**src/rtl/regfile_mp.sv**
```systemverilog
// Parametrised multi-port register file with two write ports, optional zero register,
// write-to-read bypass, optional registered reads and a per-register pending scoreboard.
module regfile_mp #(
    parameter int DW       = 16,
    parameter int DEPTH    = 16,
    parameter int AW       = $clog2(DEPTH),
    parameter int NRD      = 2,
    parameter int ZERO_REG = 0,
    parameter int BYPASS   = 1,
    parameter int REG_RD   = 0
) (
    input  logic                clk,
    input  logic                rst_n,
    input  logic                we0,
    input  logic [AW-1:0]       waddr0,
    input  logic [DW-1:0]       wdata0,
    input  logic                we1,
    input  logic [AW-1:0]       waddr1,
    input  logic [DW-1:0]       wdata1,
    input  logic [NRD*AW-1:0]   raddr,
    output logic [NRD*DW-1:0]   rdata,
    output logic [NRD-1:0]      rbusy,
    input  logic                rsv_en,
    input  logic [AW-1:0]       rsv_addr,
    output logic [DEPTH-1:0]    pending
);

    logic [DW-1:0]    mem [DEPTH];
    logic [DEPTH-1:0] pend;

    // Port 1 is checked first so it wins a same-address collision.
    always_ff @(posedge clk or negedge rst_n) begin
        if (!rst_n) begin
            for (int i = 0; i < DEPTH; i++) begin
                mem[i] <= '0;
            end
        end else begin
            for (int i = 0; i < DEPTH; i++) begin
                if (!(ZERO_REG != 0 && i == 0)) begin
                    if (we1 && waddr1 == AW'(i)) begin
                        mem[i] <= wdata1;
                    end else if (we0 && waddr0 == AW'(i)) begin
                        mem[i] <= wdata0;
                    end
                end
            end
        end
    end

    // A reserve outranks a write to the same register: the new producer is still outstanding.
    always_ff @(posedge clk or negedge rst_n) begin
        if (!rst_n) begin
            pend <= '0;
        end else begin
            for (int i = 0; i < DEPTH; i++) begin
                if (ZERO_REG != 0 && i == 0) begin
                    pend[i] <= 1'b0;
                end else if (rsv_en && rsv_addr == AW'(i)) begin
                    pend[i] <= 1'b1;
                end else if ((we0 && waddr0 == AW'(i)) || (we1 && waddr1 == AW'(i))) begin
                    pend[i] <= 1'b0;
                end
            end
        end
    end

    assign pending = pend;

    genvar k;
    generate
        for (k = 0; k < NRD; k++) begin : g_rd
            logic [AW-1:0] addr;
            logic [DW-1:0] val;
            logic          busy;
            logic          rsv_hit;

            assign addr    = raddr[k*AW +: AW];
            assign rsv_hit = rsv_en && (rsv_addr == addr);

            always_comb begin
                val  = mem[addr];
                busy = pend[addr];
                if (BYPASS != 0) begin
                    if (we0 && waddr0 == addr) begin
                        val  = wdata0;
                        busy = pend[addr] && rsv_hit;
                    end
                    if (we1 && waddr1 == addr) begin
                        val  = wdata1;
                        busy = pend[addr] && rsv_hit;
                    end
                end
                if (ZERO_REG != 0 && addr == '0) begin
                    val  = '0;
                    busy = 1'b0;
                end
            end

            if (REG_RD != 0) begin : g_reg
                logic [DW-1:0] val_q;
                logic          busy_q;

                always_ff @(posedge clk or negedge rst_n) begin
                    if (!rst_n) begin
                        val_q  <= '0;
                        busy_q <= 1'b0;
                    end else begin
                        val_q  <= val;
                        busy_q <= busy;
                    end
                end

                assign rdata[k*DW +: DW] = val_q;
                assign rbusy[k]          = busy_q;
            end else begin : g_comb
                assign rdata[k*DW +: DW] = val;
                assign rbusy[k]          = busy;
            end
        end
    endgenerate

endmodule

```
**config.mk**
```make
export PLATFORM = sky130hd
export DESIGN_NAME = regfile_mp
export DESIGN_NICKNAME = d
export VERILOG_FILES = /design/src/rtl/regfile_mp.sv
export SDC_FILE = /design/constraint.sdc
export NUM_CORES = 1
export LEC_CHECK = 0
export ABC_AREA = 1
export ABC_CLOCK_PERIOD_IN_PS = 5550
export CAP_MARGIN = 40
export CORE_ASPECT_RATIO = 0.7
export CORE_MARGIN = 4
export CORE_UTILIZATION = 45
export CTS_CLUSTER_SIZE = 10
export DETAILED_ROUTE_END_ITERATION = 8
export GPL_ROUTABILITY_DRIVEN = 0
export MAX_ROUTING_LAYER = met4
export SYNTH_ARGS = -nofsm -noshare
export SYNTH_HDL_FRONTEND = slang
export SYNTH_SLANG_ARGS = --single-unit
```
**constraint.sdc**
```tcl
create_clock -name clk -period 5.55 [get_ports clk]
set_input_delay 1.665 -clock clk [delete_from_list [all_inputs] [get_ports clk]]
set_output_delay 1.665 -clock clk [all_outputs]
set_load 0.02 [all_outputs]
```
==> Word level (Yosys, flattened, before mapping) <==
Index checks and enable logic that the tools add are counted.
W data, S select, Z words.
{ "op_classes": {"n_lt_le_gt_ge": 4, "reduce_logical": 107, "bitwise": 2, "n_eq_ne": 51, "muxes": 82} }
{ "ops": {"columns": ["operator", "n"], "rows": [
  ["$mux W16", 40],
  ["$bmux W16 S4", 2],
  ["$eq A4 B4 Y1 const B", 24],
  ["$reduce_bool A2 Y1", 32],
  ["$logic_and A1 B1 Y1", 56],
  ["$eq A4 B3 Y1 const B", 12],
  ["$mux W1", 38],
  ["$eq A4 B2 Y1 const B", 6],
  ["$eq A4 B4 Y1", 6],
  ["$logic_or A1 B1 Y1", 16],
  ["$eq A4 B1 Y1 const B", 3],
  ["$logic_not A4 Y1", 3],
  ["$ge A5 B5 Y1 const B", 2],
  ["$lt A4 B5 Y1 const B", 2],
  ["$not A4 Y5", 2],
  ["$bmux W1 S4", 2]
]} }
{ "totals": {"wordCells": 278, "reg_bits": 272, "output_inout_bits": 50} }

==> Logic depth before layout (Yosys ltp) <==
Gate-level depths: netlist of run 1.
{ "depth": {"word_depth": 6, "ltp_mapped": 13, "depth_no_buf": 10} }

==> Worst setup path before layout of run 1 <==
OpenSTA, ideal clock, no wires.
{ "synth_timing": {"path_type": "input port to output port", "startpoint": "input port raddr[0]", "endpoint": "output port rbusy[0]", "n_path_buf": 5, "path_stages": 12, "setup_slack_ps": 967, "required_time_ps": 3885, "t_arrival_ps": 2918, "path_cell_list": "buf_2 > inv_1 > buf_2 > buf_2 > buf_2 > o22ai_1 > a21oi_1 > nand3_1 > nand2_1 > nand2_1 > inv_1 > buf_4"} }
{ "synth_via": {"elab_chain_cells": 5, "elab_cells_between_ends": 11} }
{ "synth_lines": {"columns": ["element", "line_no", "source"], "rows": [
  ["start: declaration", "20", "input logic [NRD*AW-1:0] raddr,"],
  ["$bmux W1 S4 or $eq A4 B4 Y1 (tied branches)", null, null],
  ["$mux W1 (implied by the code) or $logic_and A1 B1 Y1 (tied branches)", null, null],
  ["$logic_and A1 B1 Y1", "86, 90", null],
  ["$mux W1", "84", "if (we0 && waddr0 == addr) begin"],
  ["$mux W1 (*)", "88", "if (we1 && waddr1 == addr) begin"],
  ["end: declaration", "22", "output logic [NRD-1:0] rbusy,"]
]} }
Every way passes the cells marked *; elsewhere a longest branch is shown, timed or not. The select of a mux whose other input is x is not followed.

==> Final worst setup path of run 1 <==
{ "layout_timing": {"startpoint": "input port raddr[0]", "endpoint": "output port rdata[6]"} }
{ "layout_via": {"elab_chain_cells": 6, "elab_cells_between_ends": 10} }
{ "layout_lines": {"columns": ["element", "line_no", "source"], "rows": [
  ["$not A4 Y5 (implied by the code)", "81", "val = mem[addr];"],
  ["$bmux W16 S4", "81", null],
  ["$mux W16 (implied by the code) (2 in a row)", "81", null],
  ["$mux W16", "84", null],
  ["$mux W16 (*)", "88", null],
  ["end: declaration", "21", "output logic [NRD*DW-1:0] rdata,"]
]} }
Marks and branches as above.

==> results of run 1 <==
[repair_timing]
action,CTS,global route
buffers inserted,0,1
setup endpoints to repair,6,16
endpoints found under the hold margin,0,0
resized for setup,6,17
hold buffers,0,0
[worst min-delay path by stage]
stage | start | to | slack [ns] | depth (start not counted)
finish | mem[234] | mem[234] | 0.54 | 2
CTS | mem[126] | mem[126] | 0.54 | 2
global placement | mem[234] | mem[234] | 0.51 | 2
global route | mem[234] | mem[234] | 0.55 | 2
detailed placement | mem[126] | mem[126] | 0.53 | 2
floorplan | mem[126] | mem[126] | 0.50 | 2
[stage by stage]
step / instances / utilization, %
after CTS: 3608 / 54.0
final: 3609 / 54.1
after detailed placement: 3559 / 51.6
after global placement: 3557 / 51.5
after floorplan: 3005 / -
after global routing: 3609 / 54.1
[routing by layer]
metal	vias up	global-route usage [%]	wire, µm
li1	9941	-	-
met1	10700	57.1	36600
met2	2013	54.5	36600
met3	398	13.8	15500
met4	0	23.4	6730
met5	-	-	0
[registers in the layout, indices dropped and copies added, names as in the netlist]
| register | cells |
|---|---|
| mem | 256 |
| pending | 16 |
[kinds of logic after synthesis]
family                 synth area share, %
AND/OR/NAND/NOR                       32.0
AO/OA/AOI/OAI                         19.8
buffers and inverters                 12.1
flip-flops                            35.8
XOR/XNOR                             0.276
[synthesized netlist by cell type]
cell,n
nor3_2,2
nand3_1,524
nand2b_1,1
clkbuf_1,166
buf_4,4
dfrtp_1,272
clkinv_1,3
nor3_1,3
nor2_1,175
buf_2,67
o21ai_0,573
a21oi_1,29
nand2_1,694
a32o_1,3
inv_2,19
xnor2_1,6
clkbuf_2,1
o22ai_1,89
nor2_2,8
nand3_2,3
inv_1,302
o21ai_1,27
nor2_4,5
a22o_1,3
nor2b_1,2
a21boi_1,1
nand3_4,1
buf_1,22
[final cells by class]
class                      instances  area, µm²  share of cell area, %
multi-input combinational       2149       9930                   44.4
inverter                         324       1220                   5.46
timing repair buffer             271       2740                   12.3
tap                              544        681                   3.04
sequential                       272       6810                   30.4
clock inverter                     1       8.76                 0.0392
clock buffer                      48        977                   4.37
[power by group]
| part | internal (µW) | switching [µW] | total, µW |
|---|---|---|---|
| registers | 2470 | 175 | 2650 |
| clock network | 1210 | 933 | 2140 |
| logic | 781 | 1550 | 2330 |
| total | 4460 | 2650 | 7120 |
[worst max-delay path, cell delays in order]
cell,delay (ns)
buf_4,0.20
buf_4,0.51
nand2_1,0.11
nand3_1,0.10
nand3_1,0.17
nand3_1,0.18
nand3_1,0.12
nand2_1,0.08
nand2_1,0.05
clkdlybuf4s50_1,0.56
==> run metrics, run 1 <==
status=completed; die area=45700 µm²; launch point of the worst path=raddr[0]; first-pass GRT wire length=141 mm; initial antenna violation count=0; Net Count, Synth=3062; die height=180 µm; Tot Pwr=7120 µW; Area after DPL=21300 µm²; final hold violations=0; Area Overhead vs Synth=17.6%; worst vdd ir=0.217 mV; clk_skew=0 ns; IO Pins=107; synth unique cells=28; Antenna Nets Post-Route=0; number of buffers added on ports=between 100 and 150; cell taking the most area after synthesis=dfrtp_1; Hold Path Class=flop to flop; Max Slew Vio Count=0; Final WS setup=0.117 ns; Worst Tran Pin Value=1.15 ns; vias in the first global route=between 20000 and 25000; setup slack, reg-to-reg=approximately 4.5 ns; CTS tree=done; WS Path Type=input pin to output pin; CORE AREA=41300 µm²; dpl hpwl=around 64 mm; H-tree depth=2; min Tclk post-route=5.43 ns; clock sinks=272; Die Wd=254 µm; synthesis-stage register bit count=272; Rows=62; DR DRC count=0; final instance area=22400 µm²; clock buffer depth=3; critical path required time=3.88 ns; most common cell after layout, fill and taps aside=nand2_1; P_leak=0.0109 µW; CTS root buffer=clkbuf_16; Critical Path AT=3.77 ns; Seq/Total Area, Yosys=35.8%; Initial DRC Count=3936; WL final=95.5 mm; CTS Buf Count=34; vias per std cell=6.38; Avg Synthesized Cell Area=6.33 µm²; reg2reg end=pending[9]; antenna fix cells=0; All-Layer GR Usage=42.0%; most frequent cells in the layout=nand2_1 (694), o21ai_0 (573), nand3_1 (523); Final setup viols=0; synth warn=0; Layout Nets=3109; RSZ-0062 raised after global routing=false; total power per unit cell area=318 nW/µm²; WHS=0.536 ns; DR vias=23000; Max Fclk=0.184 GHz; crit path capture=rdata[6]; DR pass1 iterations=8; setup TNS=0 ns; Clock Pin Slew Worst Setup and Hold Paths=0.06 ns; GR Overflow Total=0; post-DR wirelength/cell=between 20 and 30 µm; element type at the critical path end=output pin; Worst slew margin=23.4%; synth top area cells=dfrtp_1 (36%), o21ai_0 (15%), nand3_1 (14%); pre-CTS setup slack=-0.0303 ns; R2R Path Start=pending[9]; starting density of the core=46.0%; Final Cycle Share=between 90% and 100%; largest net degree at the start of global routing=120; mapped cell area=19000 µm²; share of cells above drive strength 1=8.42%; Syn Inst Count=3005; cells on worst reg2reg path=2; clk_lat worst skew=0.53 ns; CP max FO=41; Max-cap violations=0; startpoint type of the worst setup path=input pin; area share of the largest cell type after synthesis=a little over a third; Fillers=4141
No activity file was read; power rests on OpenSTA's default activity.
==> run 2: changes to the inputs <==
--- a/config.mk
+++ b/config.mk
@@ -15,6 +15,7 @@
 export DETAILED_ROUTE_END_ITERATION = 8
 export GPL_ROUTABILITY_DRIVEN = 0
 export MAX_ROUTING_LAYER = met4
+export RECOVER_POWER = 100
 export SYNTH_ARGS = -nofsm -noshare
 export SYNTH_HDL_FRONTEND = slang
 export SYNTH_SLANG_ARGS = --single-unit
==> run 2 against run 1 <==
The flow now finishes with violations (max-capacitance violations, max-slew violations). Flip-flop and latch count unchanged. Register-to-register slack got worse by 0.02 ns. Hold slack better by 0.0017 ns. Clock skew stayed put. Critical path type unchanged.
==> run metrics, run 2 (synthesis results as in run 1) <==
post-DR wirelength/cell=26.4 µm (about the same); Final Core Density=53.3% (was 54.1%); clock share of power=30.3% (was 30.1%); pre-CTS setup slack=-0.0303 ns (unchanged); Slowest cell on crit path=dlygate4sd3_1 (was clkdlybuf4s50_1); WL final=95.4 mm (was 95.5 mm); startpoint type of the worst setup path=input pin (unchanged); CTS tree=done (unchanged); antenna fix cells=0 (unchanged); Worst Tran Pin Value=3.58 ns (was 1.15 ns); WS Path Type=input pin to output pin (unchanged); WHS Path Cells=2 (unchanged); DR DRC count=0 (unchanged); Antenna Nets Post-Route=0 (unchanged); clock buffer depth=3 (unchanged); total power per unit cell area=321 nW/µm² (was 318 nW/µm²); element type at the critical path end=output pin (unchanged); CP top delay family=buffers and inverters (unchanged); worst vdd ir=0.216 mV (was 0.217 mV); starting density of the core=46.0% (unchanged); share of cells above drive strength 1=6.88% (was 8.42%); CP max FO=10 (was 41); final instance area=22000 µm² (was 22400 µm²); Critical Path AT=3.80 ns (was 3.77 ns); Final setup viols=0 (unchanged); setup TNS=0 ns (unchanged); R2R Path Start=pending[9] (unchanged); number of buffers added on ports=106 (unchanged); hold path startpoint=mem[234] (unchanged); Die Wd=254 µm (unchanged); IO Pins=107 (unchanged); Flop pwr share=37.4% (was 37.2%); Fillers=4200 (was 4141); DR pass1 iterations=8 (unchanged); part of the power in combinational logic=32.3% (was 32.7%); cells on worst reg2reg path=2 (unchanged); CORE AREA=41300 µm² (unchanged); min Tclk post-route=5.46 ns (was 5.43 ns); most common cell after layout, fill and taps aside=nand2_1 (unchanged); max reg flops=256 (unchanged); H-tree depth=2 (unchanged); crit path cell chain=dlygate4sd3_1 > inv_2 > o21ai_1 > nor2_1 > nand2_1 > nor2b_4 > buf_4 > buf_12 > nand2_1 > nand2_1 > dlygate4sd2_1 (was buf_4 > buf_4 > nand2_1 > nand3_1 > nand3_1 > nand3_1 > nand3_1 > nand2_1 > nand2_1 > clkdlybuf4s50_1); CTS Buf Count=34 (unchanged); number of buffers inserted by hold repair at cts=0 (unchanged); multi-input logic area=9860 µm² (was 9930 µm²); clk_lat worst skew=0.53 ns (about the same); WHS=0.537 ns (was 0.536 ns); Max-cap violations=4 (was 0); RSZ-0062 raised after global routing=false (unchanged); Net Sw Power=2650 µW (about the same); Clock Pin Slew Worst Setup and Hold Paths=0.06 ns (about the same); Rows=62 (unchanged); CTS root buffer=clkbuf_16 (unchanged); failing checks=max-capacitance violations, max-slew violations; reg2reg end=pending[9] (unchanged); setup slack, reg-to-reg=4.49 ns (was 4.51 ns); die area=45700 µm² (unchanged); most used cell, CP=nand2_1 (was nand3_1); dpl hpwl=64.5 mm (unchanged); Max Fclk=0.183 GHz (was 0.184 GHz); GR Overflow Total=0 (unchanged); final hold violations=0 (unchanged); Initial DRC Count=3686 (was 3936); initial antenna violation count=1 (was 0); Layout Nets=3109 (unchanged); Hold Path Class=flop to flop (unchanged); DR vias=23000 (about the same); vias in the first global route=21300 (unchanged); status=finished, violations left (was completed); most frequent cells in the layout=nand2_1 (694), o21ai_0 (576), nand3_1 (527) (was nand2_1 (694), o21ai_0 (573), nand3_1 (523)); Final WS setup=0.0899 ns (was 0.117 ns); Final Cycle Share=98.4% (was 97.9%); Worst slew margin=-139% (was 23.4%); Largest Register=mem (unchanged); clock sinks=272 (unchanged); first-pass GRT wire length=141 mm (unchanged); WP buf/inv=5 (was 3); largest net degree at the start of global routing=120 (unchanged); die height=180 µm (unchanged); Max Slew Vio Count=215 (was 0); vias per std cell=6.37 (was 6.38); P_int=4430 µW (was 4460 µW); hold-critical path endpoint=mem[234] (unchanged); critical path required time=3.88 ns (about the same); clk_skew=0 ns (unchanged); All-Layer GR Usage=42.0% (unchanged); P_leak=0.0107 µW (was 0.0109 µW); switching power share of the total=37.4% (was 37.3%); crit-path max cell delay=0.64 ns (was 0.56 ns); Area after DPL=21300 µm² (unchanged); register area=6810 µm² (unchanged); Area Overhead vs Synth=15.9% (was 17.6%)
[run 2: timing repair]
action	4_1_cts	5_1_grt
setup endpoints to repair	6	16
resized for setup	6	17
setup buffers	0	1
[run 2: final cells by class]
class                   instances  share of cell area, %
clock buffers                  48                   4.43
inverters                     324                   5.54
repair buffers                271                   11.3
well taps                     544                   3.09
multi-input cells            2149                   44.7
clock inverters                 1                 0.0397
flip-flops and latches        272                   30.9
[run 2: how the worst max path moves through the flow]
stage,start,to,slack (ns),cells past startpoint
2_1_floorplan,raddr[0],rbusy[0],0.97,12
3_3_place_gp,waddr0[0],rdata[29],-0.04,11
3_5_place_dp,waddr0[0],rdata[22],-0.03,11
4_1_cts,waddr0[0],rdata[19],0.008,11
5_1_grt,raddr[2],rbusy[0],0.005,11
6_report,waddr1[0],rdata[20],0.09,11
[run 2: layer usage]
layer / share of wire (%) / wire length [µm] / GRT usage, %
met2: 38 / 36300 / 54.5
met5: 0 / 0 / -
met4: 7.1 / 6760 / 23.4
met1: 39 / 36800 / 57.1
met3: 16 / 15500 / 13.8
[run 2: power groups by stage]
| stage | clock network (µW) | registers [µW] | logic [µW] |
|---|---|---|---|
| floorplan | 0 | 2650 | 1390 |
| global placement | 0 | 2660 | 2220 |
| detailed placement | 0 | 2670 | 2260 |
| CTS | 2140 | 2640 | 2270 |
| global route | 2230 | 2690 | 2500 |
| finish | 2140 | 2650 | 2290 |
[run 2: per-stage QoR]
step | total power [µW] | cells
floorplan | 4040 | 3005
global placement | 4890 | 3557
detailed placement | 4930 | 3559
CTS | 7050 | 3608
global route | 7420 | 3609
finish | 7080 | 3609
[run 2: worst register-to-register path: stages (launching register included)]
cell	delay, ns
dfrtp_1	0.66
nand3_1	0.21
nand2_1	0.12
